File: config.mk
export PLATFORM = sky130hd
export DESIGN_NAME = store_merge_flat
export DESIGN_NICKNAME = d
export VERILOG_FILES = /design/src/rtl/store_merge_pkg.sv /design/src/rtl/store_merge_if.sv /design/src/rtl/store_merge_lane_merge.sv /design/src/rtl/store_merge.sv /design/src/flat_wrapper.sv
export SDC_FILE = /design/constraint.sdc
export NUM_CORES = 1
export LEC_CHECK = 0
export ABC_AREA = 1
export CORE_MARGIN = 1
export CORE_UTILIZATION = 30
export DETAILED_ROUTE_END_ITERATION = 8
export GPL_TIMING_DRIVEN = 0
export SLEW_MARGIN = 15
export SYNTH_ARGS = -nofsm -noshare
export SYNTH_HDL_FRONTEND = slang
export SYNTH_SLANG_ARGS = --single-unit
File: constraint.sdc
create_clock -name clk -period 2.36 [get_ports clk]
set_input_delay 0.236 -clock clk [delete_from_list [all_inputs] [get_ports clk]]
set_output_delay 0.236 -clock clk [all_outputs]
set_load 0.02 [all_outputs]
File: src/rtl/store_merge_pkg.sv
// rtl/store_merge_pkg.sv - size encodings, FSM states and alignment helper for the store path
package store_merge_pkg;

  localparam logic [1:0] SZ_BYTE = 2'b00;
  localparam logic [1:0] SZ_HALF = 2'b01;
  localparam logic [1:0] SZ_WORD = 2'b10;
  localparam logic [1:0] SZ_RSVD = 2'b11;

  typedef enum logic [2:0] {
    ST_IDLE  = 3'd0,
    ST_READ  = 3'd1,
    ST_WRITE = 3'd2,
    ST_DONE  = 3'd3,
    ST_ERR   = 3'd4
  } state_t;

  // Reserved size is treated as a rejected access alongside true misalignment.
  function automatic logic is_misaligned(input logic [1:0] size, input logic [1:0] offset);
    case (size)
      SZ_HALF: return offset[0];
      SZ_WORD: return offset != 2'b00;
      SZ_RSVD: return 1'b1;
      default: return 1'b0;
    endcase
  endfunction

endpackage

File: src/rtl/store_merge_if.sv
// rtl/store_merge_if.sv - CPU request and memory bus signals of the store merge unit
interface store_merge_if;
  logic        start;
  logic [1:0]  size;
  logic [31:0] addr;
  logic [31:0] wdata;
  logic [31:0] mem_addr;
  logic        mem_rd;
  logic        mem_wr;
  logic [31:0] mem_wdata;
  logic [31:0] mem_rdata;
  logic        mem_ready;
  logic        busy;
  logic        done;
  logic        misaligned;

  modport slave (
    input  start, size, addr, wdata, mem_rdata, mem_ready,
    output mem_addr, mem_rd, mem_wr, mem_wdata, busy, done, misaligned
  );

  modport master (
    output start, size, addr, wdata, mem_rdata, mem_ready,
    input  mem_addr, mem_rd, mem_wr, mem_wdata, busy, done, misaligned
  );
endinterface

File: src/rtl/store_merge_lane_merge.sv
// rtl/store_merge_lane_merge.sv - combinational byte/halfword lane insert into a 32-bit word
module lane_merge
  import store_merge_pkg::*;
#(
  parameter bit BIG_ENDIAN = 1'b1
) (
  input  logic [31:0] old_word,
  input  logic [31:0] data,
  input  logic [1:0]  offset,
  input  logic [1:0]  size,
  output logic [31:0] merged
);

  logic [1:0] byte_lane;
  logic       half_lane;

  // Lane index counts from bit 0; big-endian mirrors the address offset.
  always_comb begin
    byte_lane = BIG_ENDIAN ? ~offset : offset;
    half_lane = BIG_ENDIAN ? ~offset[1] : offset[1];
    merged    = old_word;
    case (size)
      SZ_BYTE: merged[{byte_lane, 3'b000} +: 8]   = data[7:0];
      SZ_HALF: merged[{half_lane, 4'b0000} +: 16] = data[15:0];
      SZ_WORD: merged = data;
      default: merged = old_word;
    endcase
  end

endmodule

File: src/rtl/store_merge.sv
// rtl/store_merge.sv - sub-word store via read-merge-write on a word-wide memory port
module store_merge
  import store_merge_pkg::*;
#(
  parameter bit BIG_ENDIAN = 1'b1
) (
  input logic           clk,
  input logic           reset,
  store_merge_if.slave  bus
);

  state_t      state;
  state_t      state_next;
  logic [31:0] addr_q;
  logic [31:0] word_q;
  logic [1:0]  size_q;
  logic [31:0] merged;

  lane_merge #(.BIG_ENDIAN(BIG_ENDIAN)) u_lane_merge (
    .old_word (bus.mem_rdata),
    .data     (word_q),
    .offset   (addr_q[1:0]),
    .size     (size_q),
    .merged   (merged)
  );

  always_ff @(posedge clk or posedge reset) begin
    if (reset) state <= ST_IDLE;
    else       state <= state_next;
  end

  always_comb begin
    state_next = state;
    case (state)
      ST_IDLE: begin
        if (bus.start) begin
          if (is_misaligned(bus.size, bus.addr[1:0])) state_next = ST_ERR;
          else if (bus.size == SZ_WORD)                state_next = ST_WRITE;
          else                                         state_next = ST_READ;
        end
      end
      ST_READ:  if (bus.mem_ready) state_next = ST_WRITE;
      ST_WRITE: if (bus.mem_ready) state_next = ST_DONE;
      ST_DONE:  state_next = ST_IDLE;
      ST_ERR:   state_next = ST_IDLE;
      default:  state_next = ST_IDLE;
    endcase
  end

  // word_q holds the store data until the read returns, then the merged word.
  always_ff @(posedge clk or posedge reset) begin
    if (reset) begin
      addr_q <= 32'h0;
      size_q <= SZ_BYTE;
      word_q <= 32'h0;
    end else if (state == ST_IDLE && bus.start) begin
      addr_q <= bus.addr;
      size_q <= bus.size;
      word_q <= bus.wdata;
    end else if (state == ST_READ && bus.mem_ready) begin
      word_q <= merged;
    end
  end

  always_comb begin
    bus.mem_rd     = (state == ST_READ);
    bus.mem_wr     = (state == ST_WRITE);
    bus.done       = (state == ST_DONE);
    bus.misaligned = (state == ST_ERR);
    bus.busy       = (state != ST_IDLE);
  end

  assign bus.mem_addr  = {addr_q[31:2], 2'b00};
  assign bus.mem_wdata = word_q;

endmodule

File: src/flat_wrapper.sv
// flat-port wrapper written by rule: the top's interface ports become plain ports
module store_merge_flat import store_merge_pkg::*;
#(
  parameter bit BIG_ENDIAN = 1'b1
)
  (clk, reset, bus_start, bus_size, bus_addr, bus_wdata, bus_mem_rdata, bus_mem_ready, bus_mem_addr, bus_mem_rd, bus_mem_wr, bus_mem_wdata, bus_busy, bus_done, bus_misaligned);
  store_merge_if bus_i ();
  input logic clk;
  input logic reset;
  input wire logic [$bits(bus_i.start)-1:0] bus_start;
  input wire logic [$bits(bus_i.size)-1:0] bus_size;
  input wire logic [$bits(bus_i.addr)-1:0] bus_addr;
  input wire logic [$bits(bus_i.wdata)-1:0] bus_wdata;
  input wire logic [$bits(bus_i.mem_rdata)-1:0] bus_mem_rdata;
  input wire logic [$bits(bus_i.mem_ready)-1:0] bus_mem_ready;
  output wire logic [$bits(bus_i.mem_addr)-1:0] bus_mem_addr;
  output wire logic [$bits(bus_i.mem_rd)-1:0] bus_mem_rd;
  output wire logic [$bits(bus_i.mem_wr)-1:0] bus_mem_wr;
  output wire logic [$bits(bus_i.mem_wdata)-1:0] bus_mem_wdata;
  output wire logic [$bits(bus_i.busy)-1:0] bus_busy;
  output wire logic [$bits(bus_i.done)-1:0] bus_done;
  output wire logic [$bits(bus_i.misaligned)-1:0] bus_misaligned;
  assign bus_i.start = bus_start;
  assign bus_i.size = bus_size;
  assign bus_i.addr = bus_addr;
  assign bus_i.wdata = bus_wdata;
  assign bus_i.mem_rdata = bus_mem_rdata;
  assign bus_i.mem_ready = bus_mem_ready;
  assign bus_mem_addr = bus_i.mem_addr;
  assign bus_mem_rd = bus_i.mem_rd;
  assign bus_mem_wr = bus_i.mem_wr;
  assign bus_mem_wdata = bus_i.mem_wdata;
  assign bus_busy = bus_i.busy;
  assign bus_done = bus_i.done;
  assign bus_misaligned = bus_i.misaligned;
  store_merge #(.BIG_ENDIAN(BIG_ENDIAN)) u_core (.clk(clk), .reset(reset), .bus(bus_i));
endmodule
==> impl_metrics.json <==
{
  "status": "finished, final reports clean",
  "grt_overflow": 0,
  "clockBufferDepth": 2,
  "crit_slowest_cell": "dfrtp_1",
  "arrival_ns": 2.47,
  "total_power_w": 0.009107,
  "grt_max_degree": 41,
  "dieArea_um2": 15850,
  "ios": 171,
  "multiInputGateArea_um2": 2357,
  "cp.required_ns": 2.64,
  "grt_pass1_vias": 4718,
  "skew_ns": 0.007584,
  "vias": 4951,
  "worst_hold_slack_ns": 0.2357,
  "worst_path_largest_cell_delay_ns": 0.39,
  "placed_area_um2": 6550,
  "die_h_um": 125.9,
  "wirelength_um": 15270,
  "place.gp.congestion": 0.9122,
  "cts_tree": "built",
  "clkSlewWorstSetupHoldPaths_ns": 0.07,
  "clk_latency_ns": 0.35,
  "cts_buffers": 9,
  "drv_slew": 0,
  "dp_hpwl_um": 11440,
  "syn_area_um2": 4604,
  "endpoint_kind": "flip-flop",
  "route.detailed.drc": 0,
  "final_area_um2": 6848,
  "layout.nets": 1039,
  "initial_utilization_pct": 31.21,
  "finalCritPeriodShare_pct": 92.54,
  "num_rows": 44,
  "track_usage_pct": 20.01,
  "max_slew_margin_pct": 58.02,
  "worst_pin_slew_ns": 0.6297,
  "cp_max_fo": 11,
  "cts_num_sinks": 69,
  "ir_drop_mv": 0.5426,
  "power.density_nw_per_um2": 1330,
  "dp_slack_ns": -0.04325,
  "crit_path_start_kind": "flip-flop",
  "num-fill-cells": 1589,
  "area_growth_pct": 48.72,
  "cts_setup_buffers": 0,
  "ant_nets": 0,
  "drt_iter0_drc": 230,
  "worst-setup-path-type": "reg -> reg",
  "die_w_um": 125.9,
  "drive_gt1_share_pct": 8.645,
  "yosysWarnings": 0,
  "ys_seq_area_share_pct": 37.50,
  "final-setup-viol-count": 0,
  "io_buffers": 168,
  "cts_hold_buf": 0,
  "synth_cell_types": 22,
  "reg2regPathDepth": 12,
  "fmax_ghz": 0.4579,
  "ys_seq_elements": 69,
  "avgSynthCellArea_um2": 6.131,
  "cts_max_level": 3,
  "p_leak_nw": 3.631,
  "hold_viol": 0,
  "crit_chain": "buf_2 -> clkinvlp_4 -> ha_1 -> inv_1 -> nand2_1 -> nor2_2 -> nand2_1 -> nand2_1 -> nand2_1 -> nand2_1 -> nand2_1 -> nand2_1",
  "drt_pass1_iterations": 5,
  "antenna_found_initial": 0,
  "wl_per_cell_um": 13.62,
  "synthCells": 751,
  "grt_pass1_wl_um": 24500,
  "min_period_ns": 2.184,
  "core_area_um2": 14750,
  "viasPerCell": 4.417,
  "min_path_type": "in -> async",
  "n_antenna_cell": 0,
  "layout_setup_ws_ns": 0.1760,
  "cpMostUsedCell": "nand2_1",
  "ff_latch_area_um2": 1727,
  "cts-root-buf": "clkbuf_16",
  "drv_cap": 0
}
[state kept, by name (all words and copies together) (netlist names)]
signal / count
u_core.size_q: 2
u_core.addr_q: 32
u_core.bus.mem_wdata: 32
u_core.state: 3
[worst max-delay path, delay by kind of cell (launching register included)]
kind,cells,cell delay [ns]
AND/OR/NAND/NOR,8,0.76
buffers and inverters,3,0.59
flip-flops,1,0.39
adder cells (fa/ha/maj),1,0.37
[what timing repair did]
item                                    in CTS  in global routing
endpoints found under the setup margin       4                 24
gates cloned                                 0                  0
resized for setup                            2                  3
[cell usage in the layout (no fill, tap or decap), drive strengths merged]
cell and n:
nand2 378, a21boi 8, conb 2, dfrtp 69, nor3 3, o21ai 15, o21bai 1, clkbuf 18
clkinvlp 2, clkinv 5, nor2 120, nand3 43, ha 5, clkdlybuf4s50 168, buf 52, a21oi 2
inv 45, o31ai 1
[routing by layer]
| metal | vias to the layer above | global-route usage [%] | part of all wire, % |
|---|---|---|---|
| met5 | - | 0 | 0 |
| met4 | 0 | 7.087 | 2.3 |
| met3 | 24 | 8.326 | 9.9 |
| met2 | 157 | 31.36 | 44 |
| met1 | 2163 | 24.65 | 44 |
| li1 | 2607 | - | - |
[synthesized netlist by cell type]
| library cell | instances | area share, % |
|---|---|---|
| clkinv_1 | 3 | 0.24 |
| buf_1 | 1 | 0.081 |
| nor3_1 | 3 | 0.33 |
| inv_1 | 38 | 3.1 |
| ha_1 | 5 | 1.4 |
| conb_1 | 1 | 0.081 |
| o31ai_1 | 1 | 0.16 |
| buf_2 | 18 | 2.0 |
| a21oi_1 | 2 | 0.22 |
| nor2_1 | 116 | 9.5 |
| a21boi_0 | 8 | 1.3 |
| nor2_2 | 4 | 0.54 |
| buf_4 | 32 | 5.2 |
| dfrtp_1 | 69 | 38 |
| o21ai_1 | 7 | 0.76 |
| nand3_2 | 1 | 0.22 |
| nand2_1 | 378 | 31 |
| o21bai_1 | 1 | 0.16 |
| inv_2 | 4 | 0.33 |
| clkbuf_1 | 9 | 0.73 |
| o21ai_0 | 8 | 0.87 |
| nand3_1 | 42 | 4.6 |
[cell type report]
class                      count  area share (%)
timing repair buffer         169           24.96
inverter                      45           2.558
clock inverter                 7          0.8222
clock buffer                   9           3.289
buffer                        60           5.372
tap                          184           3.362
sequential                    69           25.21
multi-input combinational    578           34.42
[cell families after synthesis]
kind of cell,count (synthesis),synth area share [%]
and+or+nand+nor,544,45.92
buffers and inverters,105,11.66
DFF,69,37.50
AOI/OAI and AO/OA,27,3.478
adders and majority gates,5,1.359
other,1,0.08144
[metrics by stage]
stage / utilization, % / instances / TNS [ns]
after floorplan: - / 752 / 0
after global placement: 44.19 / 1104 / -72.90
after detailed placement: 44.39 / 1105 / -0.08003
after CTS: 46.34 / 1121 / 0
after global routing: 46.41 / 1121 / -0.001786
final: 46.41 / 1121 / 0
[final timing paths]
check                                                     startpoint                                    to  slack (ns)
worst max-delay path                    u_core.addr_q[0]$_DFFE_PP0P_  u_core.bus.mem_wdata[31]$_DFFE_PP0P_        0.18
worst min-delay path                                           reset          u_core.addr_q[9]$_DFFE_PP0P_        0.24
worst max register to register          u_core.addr_q[0]$_DFFE_PP0P_  u_core.bus.mem_wdata[31]$_DFFE_PP0P_        0.18
worst min register to register  u_core.bus.mem_wdata[20]$_DFFE_PP0P_  u_core.bus.mem_wdata[20]$_DFFE_PP0P_        0.48
max in group asynchronous                                      reset  u_core.bus.mem_wdata[27]$_DFFE_PP0P_        1.57
min in group clk                                        bus_addr[16]         u_core.addr_q[16]$_DFFE_PP0P_        0.42
[report_power, final]
group | total, W | internal, W | switching, W
logic | 0.00558 | 0.00230 | 0.00328
registers | 0.00223 | 0.00175 | 0.000475
clock network | 0.00130 | 0.000724 | 0.000576
Power figures use the tool's default switching activity.
